## config.mk

```make
export PLATFORM = sky130hd
export DESIGN_NAME = hitchhike_tx_sched
export DESIGN_NICKNAME = d
export VERILOG_FILES = /design/src/rtl/hitchhike_tx_sched.sv
export SDC_FILE = /design/constraint.sdc
export NUM_CORES = 1
export LEC_CHECK = 0
export BUFFER_PORTS_ARGS = -buffer_cell sky130_fd_sc_hd__buf_4
export CAP_MARGIN = 20
export CORE_MARGIN = 1
export CORE_UTILIZATION = 55
export DETAILED_ROUTE_END_ITERATION = 6
export PLACE_DENSITY = 0.86
export SLEW_MARGIN = 30
export SYNTH_ARGS = -nofsm -noshare
export SYNTH_HDL_FRONTEND = slang
export SYNTH_SLANG_ARGS = --single-unit
```

## constraint.sdc

```tcl
create_clock -name i_clk -period 2.79 [get_ports i_clk]
set_input_delay 0.279 -clock i_clk [delete_from_list [all_inputs] [get_ports i_clk]]
set_output_delay 0.279 -clock i_clk [all_outputs]
set_load 0.02 [all_outputs]
```

## src/rtl/hitchhike_tx_sched.sv

```systemverilog
// hitchhike_tx_sched: round-robin frame scheduler and bit serializer.
// Optional build macro TX_PARITY_EN puts even parity in frame bit 47.
module hitchhike_tx_sched #(
  parameter int unsigned BIT_PERIOD = 50,
  parameter int unsigned GAP_CYCLES = 100
) (
  input  logic       i_clk,
  input  logic       i_rst_n,
  input  logic       i_enable,
  input  logic       i_req_a,
  input  logic [9:0] i_data_a,
  input  logic       i_req_b,
  input  logic [9:0] i_data_b,
  output logic       o_ack_a,
  output logic       o_ack_b,
  output logic       o_bit_out,
  output logic       o_bit_strobe,
  output logic       o_tx_active,
  output logic       o_done
);

  typedef enum logic [1:0] {
    ST_IDLE,
    ST_SEND,
    ST_GAP
  } state_t;

  localparam logic [15:0] LP_BIT_LAST =
    16'(BIT_PERIOD - 1);
  localparam logic [15:0] LP_GAP_LAST =
    16'(GAP_CYCLES - 1);
  localparam logic [23:0] LP_PREAMBLE = 24'h929292;
  localparam logic [5:0]  LP_IDX_LAST = 6'd47;

  state_t      r_state;
  logic [15:0] r_cnt;
  logic [15:0] r_gap;
  logic [5:0]  r_idx;
  logic [2:0]  r_seq;
  logic        r_rr_last;
  logic        r_src;
  logic [9:0]  r_payload;
  logic        r_ack_a;
  logic        r_ack_b;
  logic        r_done;

  state_t      w_state;
  logic [15:0] w_cnt;
  logic [15:0] w_gap;
  logic [5:0]  w_idx;
  logic [2:0]  w_seq;
  logic        w_rr_last;
  logic        w_src;
  logic [9:0]  w_payload;
  logic        w_ack_a;
  logic        w_ack_b;
  logic        w_done;

  logic        w_grant_a;
  logic        w_grant_b;
  logic [7:0]  w_header;
  logic        w_parity;
  logic [5:0]  w_tail;
  logic [47:0] w_frame;
  logic        w_bit_sel;
  logic        w_active;

  // rr_last = 1 means B was served last, so A wins a tie
  assign w_grant_a = i_enable & i_req_a &
                     (~i_req_b | r_rr_last);
  assign w_grant_b = i_enable & i_req_b &
                     (~i_req_a | ~r_rr_last);

  assign w_header = {r_src, r_seq, 4'b0010};
  assign w_parity = ^{w_header, r_payload};
`ifdef TX_PARITY_EN
  assign w_tail   = {5'b00000, w_parity};
`else
  assign w_tail   = 6'b000000;
`endif
  assign w_frame  = {LP_PREAMBLE, w_header,
                     r_payload, w_tail};
  assign w_bit_sel = w_frame[LP_IDX_LAST - r_idx];

  assign w_active     = (r_state == ST_SEND);
  assign o_tx_active  = w_active;
  assign o_bit_strobe = w_active & (r_cnt == 16'd0);
  assign o_bit_out    = w_active & w_bit_sel;
  assign o_ack_a      = r_ack_a;
  assign o_ack_b      = r_ack_b;
  assign o_done       = r_done;

  // State register and frame context
  always_ff @(posedge i_clk or negedge i_rst_n) begin
    if (!i_rst_n) begin
      r_state   <= ST_IDLE;
      r_cnt     <= '0;
      r_gap     <= '0;
      r_idx     <= '0;
      r_seq     <= '0;
      r_rr_last <= 1'b1;
      r_src     <= 1'b0;
      r_payload <= '0;
      r_ack_a   <= 1'b0;
      r_ack_b   <= 1'b0;
      r_done    <= 1'b0;
    end else begin
      r_state   <= w_state;
      r_cnt     <= w_cnt;
      r_gap     <= w_gap;
      r_idx     <= w_idx;
      r_seq     <= w_seq;
      r_rr_last <= w_rr_last;
      r_src     <= w_src;
      r_payload <= w_payload;
      r_ack_a   <= w_ack_a;
      r_ack_b   <= w_ack_b;
      r_done    <= w_done;
    end
  end

  // Next-state: grant, serialize, gap; enable low aborts
  always_comb begin
    w_state   = r_state;
    w_cnt     = r_cnt;
    w_gap     = r_gap;
    w_idx     = r_idx;
    w_seq     = r_seq;
    w_rr_last = r_rr_last;
    w_src     = r_src;
    w_payload = r_payload;
    w_ack_a   = 1'b0;
    w_ack_b   = 1'b0;
    w_done    = 1'b0;
    if (!i_enable) begin
      w_state = ST_IDLE;
    end else begin
      case (r_state)
        ST_IDLE: begin
          if (w_grant_a | w_grant_b) begin
            w_state   = ST_SEND;
            w_cnt     = '0;
            w_idx     = '0;
            w_src     = w_grant_b;
            w_rr_last = w_grant_b;
            w_payload = w_grant_b ? i_data_b
                                  : i_data_a;
            w_ack_a   = w_grant_a;
            w_ack_b   = w_grant_b;
          end
        end
        ST_SEND: begin
          if (r_cnt == LP_BIT_LAST) begin
            w_cnt = '0;
            if (r_idx == LP_IDX_LAST) begin
              w_state = ST_GAP;
              w_gap   = '0;
              w_done  = 1'b1;
              w_seq   = r_seq + 3'd1;
            end else begin
              w_idx = r_idx + 6'd1;
            end
          end else begin
            w_cnt = r_cnt + 16'd1;
          end
        end
        ST_GAP: begin
          if (r_gap == LP_GAP_LAST) begin
            w_state = ST_IDLE;
          end else begin
            w_gap = r_gap + 16'd1;
          end
        end
        default: w_state = ST_IDLE;
      endcase
    end
  end

endmodule

```

==> flow_summary.toml <==
[yosys]
postSynth.asyncResetShare_pct = 100
seq_area_frac_synth_pct = 45.2
netlist_area_mm2 = 0.00321
ys_ff_latch = 58
yosysUniqueCellTypes = 54
synth_area_leader_cell = "dfrtp_1"
postSynthNetCount = 368
synth_enable_flop_cells = 0
number_of_warnings_printed_during_yosys_synthesis = 0
netlist_instances = 334
synthesized_area_per_cell_um2 = 9.62
synth_top_cells_by_area = "dfrtp_1 (44%), o21ai_0 (4.4%), nand2_1 (4.1%)"
predominant_post_synthesis_flop_cell = "dfrtp_1"
top_cell_type_s_share_of_synthesized_area_pct = 44.4

[cts]
clock_sink_count = 58
cts_post_setup_buffers_inserted = 0
cts.path.max_buffers = 2
tritoncts = "yes"
clk_root_buf = "clkbuf_8"
post_cts_resized = 0
insertion_delay_ps = 340
holdBufCountCts = 0
clock_pin_slew_reported_for_the_worst_setup_and_hold_paths_after_clock_tree_synthesis_ps = 60
cts_buffers = 9
htreeDepth = 3

[global_routing]
global_route_wire_length_before_repair_mm = 12.0
grt-busiest-layer = "met2"
grt-ovfl-total = 0
first_global_vias = 2607
grt_start_max_net_pins = 59
grt_use_met1_pct = 32.6
grt.met3_usage_pct = 7.21
grt_use_total_pct = 25.4
globalRouteMet2Util_pct = 41.3
grt_antenna_before_repair = 0

[setup_path]
crit_chain = "mux4_2, nor3b_1, a2111oi_0, o41ai_1, buf_4"
worstSetupPathDepth = 5
cp.buffers_inverters = 1
timing.reg2reg.worst_path_depth = 4
startpoint_type = "register"
worst_path_dominant_cell_family = "flip-flops"
endpoint_kind = "output port"
path_max_fanout = 10
worst_path_max_delay_cell = "dfrtp_1"
critPathArrivalTime_ps = 2270
crit_required_ps = 2510
slowest_delay_ps = 560
crit_type = "reg2out"

[die]
io_pins = 31
start_util_pct = 57.6
placeableCoreArea_mm2 = 0.00557
dieArea_mm2 = 0.00615
die_h_um = 78.4
rows = 27
die-width_um = 78.4

[route]
drt_drc_violations_left = 0
routed-via-count = 2658
drt_pass1_iterations = 4
avgRoutedWirePerCell_um = 15.7
drtIter0Drc = 186
ant_nets = 0
per_cell_via_count_in_the_routed_design = 6.03
postRouteWirelength_mm = 6.94

[timing]
grt_setup_unrepaired = "false"
final_max_slew_viol_count = 0
totalNegativeSetupSlack_ps = 0
maxSlewHeadroom_pct = 42.8
timing_hold_violations_final = 1
finalSetupViolCount = 0
finClkSkew_ps = 5.07
final_period_minus_worst_setup_slack_ps = 2540
fmax_mhz = 393
worst_pin_slew_ps = 850
whs_ps = -0.931
final_min_period_over_clock_period_pct = 91.2

[placement]
gp_congestion = 0.853
portBuffers = 30
detailed_place_hpwl_mm = 4.81

[status]
violations = "negative hold slack"
status = "finished, violations left"

[pwr]
power_density_mw_per_mm2 = 577
cellLeakagePower_nw = 1.70
vdd_drop_max_uv = 369

[cells_and_area]
n_antenna_cell = 0
design.final.nets = 399
drive_above_1_share_pct = 17.1
finish.utilization_pct = 65.6
area.growth.synth_to_final_pct = 13.8
n_fill_cell = 444

[hold_path]
holdCritPathClass = "in2async"

[job]
cap_viol_max_count = 0
## flip-flops by register name, indices dropped and copies added (netlist names)
| register | flops |
|---|---|
| r_rr_last | 1 |
| r_seq | 3 |
| r_gap | 16 |
| o_done | 1 |
| o_ack_a | 1 |
| r_payload | 10 |
| r_cnt | 16 |
| r_idx | 6 |
| o_ack_b | 1 |
| r_src | 1 |
| r_state | 2 |
## synthesized netlist by cell type, types with 3 or more instances
master	count
dfrtp_1	57
nand2_1	35
nor2_1	30
o21ai_0	28
nand3_1	21
inv_1	14
mux2i_1	13
xor2_1	12
a21oi_1	10
ha_1	9
nor4_1	9
nand4_1	7
nor3_1	7
xnor2_1	6
and3_1	5
clkbuf_1	5
a31oi_1	4
nor3b_1	4
or3_1	4
or4_1	4
mux4_2	3
nand2b_1	3
## power breakdown
group	switching (mW)	total (mW)	internal, mW
Clock	0.320	0.799	0.479
Sequential	0.0683	0.975	0.907
Combinational	0.180	0.334	0.154
Total	0.568	2.11	1.54
## kinds of logic after synthesis
family	share of synthesized area, %
and+or+nand+nor	23.8
muxes	6.51
AOI/OAI and AO/OA	11.6
adders and majority gates	3.51
buffers and inverters	4.48
xor gates and xnor gates	4.91
DFF	45.2
## final timing paths
kind	from	to	slack, ps
setup / recovery	r_idx[1]	o_bit_out	250
hold / removal	i_rst_n	r_cnt[14]	-0.9
setup reg to reg	r_cnt[9]	r_seq[1]	430
hold reg to reg	r_payload[8]	r_payload[8]	480
max in group asynchronous	i_rst_n	r_gap[11]	2310
min in group i_clk	i_req_a	o_ack_a	210
## layout make-up
class,count,area [um^2],area share (%)
Inverter,14,52.6,1.44
Clock inverter,2,35.0,0.959
Clock buffer,13,169,4.62
Multi-Input combinational cell,250,1620,44.2
Tap cell,72,90.1,2.46
Sequential cell,58,1450,39.7
Timing Repair Buffer,32,240,6.57
## metal layers
metal	part of all wire (%)	routed length, um	vias to the layer above
met4	1.4	97	0
met1	43	2980	1296
met3	5.4	374	11
met2	50	3490	88
li1	-	-	1263
met5	0	0	-
## cell usage in the layout (no fill, tap or decap), types with 3 or more instances in the layout
cell      instances
xnor2_1           6
nand3_1          21
dfrtp_1          57
and3_1            5
nor3b_1           4
nand2_1          35
nand2b_1          3
or3_1             4
mux2i_1          13
nor2_1           30
inv_1            14
ha_1              9
xor2_1           12
clkbuf_8         12
a31oi_1           4
a21oi_1          10
buf_4            32
nor3_1            7
nand4_1           7
or4_1             4
o21ai_0          28
mux4_2            3
nor4_1            9
## metrics by stage
stage | power (mW) | worst slack (ps) | cell area (um^2) | cells
6_report | 2.11 | 245 | 3650 | 441
4_1_cts | 2.12 | 229 | 3650 | 441
5_1_grt | 2.21 | 45.3 | 3650 | 441
2_1_floorplan | 1.21 | 534 | 3210 | 334
3_5_place_dp | 1.32 | 475 | 3450 | 426
3_3_place_gp | 1.31 | 536 | 3450 | 426
Power figures use the tool's default switching activity.
